[config.mk]
export PLATFORM = sky130hd
export DESIGN_NAME = demux1x4_4b_reg
export DESIGN_NICKNAME = d
export VERILOG_FILES = /design/src/rtl/demux1x4_4b_reg.sv
export SDC_FILE = /design/constraint.sdc
export NUM_CORES = 1
export LEC_CHECK = 0
export CAP_MARGIN = 20
export CORE_MARGIN = 2
export CORE_UTILIZATION = 42
export CTS_BUF_LIST = sky130_fd_sc_hd__clkbuf_8
export DETAILED_ROUTE_END_ITERATION = 16
export PLACE_DENSITY_LB_ADDON = 0.15
export SYNTH_ARGS = -nofsm -noshare
export SYNTH_HDL_FRONTEND = slang
export SYNTH_SLANG_ARGS = --single-unit
[constraint.sdc]
create_clock -name CLK_i -period 1.44 [get_ports CLK_i]
set_input_delay 0.288 -clock CLK_i [delete_from_list [all_inputs] [get_ports CLK_i]]
set_output_delay 0.288 -clock CLK_i [all_outputs]
set_load 0.005 [all_outputs]
[src/rtl/demux1x4_4b_reg.sv]
// Registered 1-to-4 demultiplexer that steers one WIDTH-bit word per write into four holding registers.
// Optional macro DEMUX_OVF_EN builds the sticky per-channel overwrite flags; otherwise OVF_o is tied low.
module demux1x4_4b_reg #(
    parameter int WIDTH = 4
) (
    input  logic             CLK_i,
    input  logic             RST_N_i,
    input  logic [WIDTH-1:0] ENT_i,
    input  logic [1:0]       SEL_i,
    input  logic             AUTO_i,
    input  logic             WR_i,
    input  logic [3:0]       ACK_i,
    output logic [WIDTH-1:0] OUT0_o,
    output logic [WIDTH-1:0] OUT1_o,
    output logic [WIDTH-1:0] OUT2_o,
    output logic [WIDTH-1:0] OUT3_o,
    output logic [3:0]       VALID_o,
    output logic [3:0]       OVF_o,
    output logic [1:0]       PTR_o
);

    logic [WIDTH-1:0] r_data [4];
    logic [3:0]       r_valid;
    logic [1:0]       r_ptr;
    logic [1:0]       w_dest;
    logic [3:0]       w_wr;

    assign w_dest = AUTO_i ? r_ptr : SEL_i;
    assign w_wr   = WR_i ? (4'(1) << w_dest) : 4'b0000;

    // A write always wins over an acknowledge to the same channel; acks never touch data.
    always_ff @(posedge CLK_i or negedge RST_N_i) begin
        if (!RST_N_i) begin
            for (int k = 0; k < 4; k++) begin
                r_data[k] <= '0;
            end
            r_valid <= 4'b0000;
        end else begin
            for (int k = 0; k < 4; k++) begin
                if (w_wr[k]) begin
                    r_data[k]  <= ENT_i;
                    r_valid[k] <= 1'b1;
                end else if (ACK_i[k]) begin
                    r_valid[k] <= 1'b0;
                end
            end
        end
    end

    always_ff @(posedge CLK_i or negedge RST_N_i) begin
        if (!RST_N_i) begin
            r_ptr <= 2'd0;
        end else if (WR_i && AUTO_i) begin
            r_ptr <= r_ptr + 2'd1;
        end
    end

`ifdef DEMUX_OVF_EN
    logic [3:0] r_ovf;

    // Overwriting unconsumed data sets the flag; a same-cycle ack means the old word was consumed.
    always_ff @(posedge CLK_i or negedge RST_N_i) begin
        if (!RST_N_i) begin
            r_ovf <= 4'b0000;
        end else begin
            for (int k = 0; k < 4; k++) begin
                if (w_wr[k]) begin
                    r_ovf[k] <= r_valid[k] & ~ACK_i[k];
                end else if (ACK_i[k]) begin
                    r_ovf[k] <= 1'b0;
                end
            end
        end
    end

    assign OVF_o = r_ovf;
`else
    assign OVF_o = 4'b0000;
`endif

    assign OUT0_o  = r_data[0];
    assign OUT1_o  = r_data[1];
    assign OUT2_o  = r_data[2];
    assign OUT3_o  = r_data[3];
    assign VALID_o = r_valid;
    assign PTR_o   = r_ptr;

endmodule

==> results <==
[registers in the layout, indices dropped and copies added, names as in the netlist]
name	cells
OUT0_o	4
OUT3_o	4
OUT1_o	4
OUT2_o	4
PTR_o	2
VALID_o	4
[worst max-delay path: stages, from the launching register on]
cell and delay [ns]:
dfrtp_2 0.41, buf_4 0.14, nand4b_1 0.09, o31a_1 0.28, mux2_2 0.37
[worst paths after layout]
check | from | to | cells after the start
max in group asynchronous | RST_N_i | PTR_o[1] | 2
hold reg to reg | OUT1_o[2] | OUT1_o[2] | 1
hold / removal | RST_N_i | VALID_o[0] | 2
setup / recovery | PTR_o[1] | OUT2_o[1] | 4
setup reg to reg | PTR_o[1] | OUT2_o[1] | 4
min in group CLK_i | OUT1_o[2] | OUT1_o[2] | 1
[area by class of cell]
| type | instances | share of cell area [%] |
|---|---|---|
| flip-flops and latches | 22 | 39.3 |
| repair buffers | 44 | 30.3 |
| multi-input cells | 39 | 24.0 |
| clock buffers | 3 | 2.93 |
| well taps | 27 | 2.40 |
| inverters | 4 | 1.07 |
[power by group through the flow]
stage	logic, W	clock network [W]	registers [W]
final	0.00116	0.000360	0.00105
after detailed placement	0.00104	0	0.00110
after global routing	0.00125	0.000404	0.00109
after CTS	0.00117	0.000378	0.00106
after floorplan	0.000325	0	0.00110
after global placement	0.00102	0	0.00108
[cell usage after synthesis (all sizes together)]
| master | instances | area [sq um] |
|---|---|---|
| dfrtp | 22 | 551 |
| mux2 | 16 | 180 |
| o21ai | 5 | 28.8 |
| buf | 4 | 30.0 |
| inv | 4 | 15.0 |
| nand2 | 2 | 7.51 |
| nand2b | 2 | 12.5 |
| xnor2 | 2 | 17.5 |
| a21o | 1 | 7.51 |
| conb | 1 | 3.75 |
| nand3 | 1 | 5.00 |
| nand4 | 1 | 6.26 |
| nand4b | 1 | 8.76 |
| nor3 | 1 | 5.00 |
| nor3b | 1 | 7.51 |
| o22a | 1 | 8.76 |
| o31a | 1 | 8.76 |
[through the flow]
stage / TNS (ns) / instances / util (%)
6_report: 0 / 139 / 70.3
5_1_grt: -0.0788 / 139 / 70.3
3_3_place_gp: -5.21 / 131 / 64.9
2_1_floorplan: 0 / 69 / -
3_5_place_dp: -5.83 / 131 / 64.9
4_1_cts: 0 / 138 / 69.3
[kinds of logic after synthesis]
logic type                Yosys count  synth area share (%)
AOI/OAI and AO/OA                   8                  5.96
muxes                              16                  19.9
and+or+nand+nor                     9                  5.82
other                               1                 0.415
DFF                                22                  60.9
xor gates and xnor gates            2                  1.94
buffers and inverters               8                  4.99
[repair_timing]
action	CTS	global route
resized for setup	9	5
cloned	0	0
pin swaps	1	0
setup endpoints to repair	18	14
buffers inserted	4	1
[metal layers]
metal / routed length [um] / global-route usage (%) / vias up
li1: - / - / 314
met1: 861 / 22.9 / 332
met2: 937 / 28.1 / 24
met3: 94 / 3.57 / 2
met4: 12 / 5.41 / 0
met5: 0 / 0 / -
==> flow_metrics.env <==
export IMPL_min_period_over_period_pct=97.5
export IMPL_num_io_pins=40
export IMPL_cp_arrival_ns=1.54
export IMPL_synth_seq_cells=22
export IMPL_drtAntennaViolNets=0
export IMPL_p_leak_nw=0.655
export IMPL_p_total_w=0.00257
export IMPL_antenna_found_initial=0
export IMPL_yosys_warnings=0
export IMPL_finClkSkew_ns=0.00304
export IMPL_regToRegSetupSlack_ns=0.04
export IMPL_postCtsHoldBufs=0
export IMPL_finalCriticalPeriod_ns=1.40
export IMPL_pwr_share_seq_pct=41.0
export IMPL_final_cell_mix="clkdlybuf4s50_1 (27), dfrtp_1 (20), mux2_2 (14)"
export IMPL_clk_pin_slew_ns=0.07
export IMPL_grt_max_degree=23
export IMPL_die_x_um=50.4
export IMPL_rsz0062_at_grt="true"
export IMPL_clock_latency_ns=0.25
export IMPL_first_pass_iters=2
export IMPL_finalNetCount=128
export IMPL_p_sw_w=0.000660
export IMPL_start_kind="flop"
export IMPL_max_freq_mhz=713
export IMPL_num_antenna_cells=0
export IMPL_multiInputGateArea_sq_um=338
export IMPL_tritoncts="yes"
export IMPL_synth_cells=66
export IMPL_drv_slew=0
export IMPL_setup_slack_ns=0.0367
export IMPL_wire_per_inst_um=13.7
export IMPL_place_gp_congestion=0.729
export IMPL_die_h_um=50.4
export IMPL_worst_setup_path_end_kind="flop"
export IMPL_grtUsageTotal_pct=17.2
export IMPL_cap_violations=0
export IMPL_h_tree_depth=1
export IMPL_peakVddDrop_uv=1190
export IMPL_crit_type="flop to flop"
export IMPL_cts_root_buf="clkbuf_8"
export IMPL_clockBufferDepth=2
export IMPL_swShare_pct=25.7
export IMPL_routed_wl_um=1910
export IMPL_worstPathRequired_ns=1.58
export IMPL_power_density_mw_per_mm2=1830
export IMPL_post_place_ws_ns=-0.399
export IMPL_synth_avg_cell_area_sq_um=13.7
export IMPL_ys_seq_area_share_pct=60.9
export IMPL_grt_pass1_vias=689
export IMPL_p_comb_share_pct=45.0
export IMPL_via_per_inst=4.83
export IMPL_status="finished, final reports clean"
export IMPL_synth_cell_area_sq_um=903
export IMPL_hold_viol=0
export IMPL_num_vias=672
export IMPL_cts_sinks=22
export IMPL_final_common_cell="clkdlybuf4s50_1"
export IMPL_finalSetupViolations=0
export IMPL_dp_hpwl_um=1330
export IMPL_drt_initial_drc_count=6
export IMPL_cp_max_fo=5
export IMPL_route_detailed_drc=0
export IMPL_clockPowerShare_pct=14.0
export IMPL_syn2layout_area_growth_pct=55.8
export IMPL_final_cell_area_sq_mm=0.00141
export IMPL_gr_total_overflow=0
export IMPL_n_fill_cell=156
export IMPL_drive_above_1_share_pct=28.6
export IMPL_ys_types=20
export IMPL_grt_pass1_wl_um=3300
export IMPL_regArea_sq_um=553
export IMPL_io_buffers=35
export IMPL_core_sq_mm=0.00200
export IMPL_min_path_type="primary input to asynchronous set/reset pin"
export IMPL_p_int_w=0.00191
export IMPL_placed_cell_area_sq_mm=0.00130
export IMPL_cts_buffers=3
export IMPL_rows=16
export IMPL_start_util_pct=45.1
export IMPL_whs_ns=0.395
export IMPL_die_area_sq_mm=0.00254
Note: power is estimated with default switching activity, not from simulation.
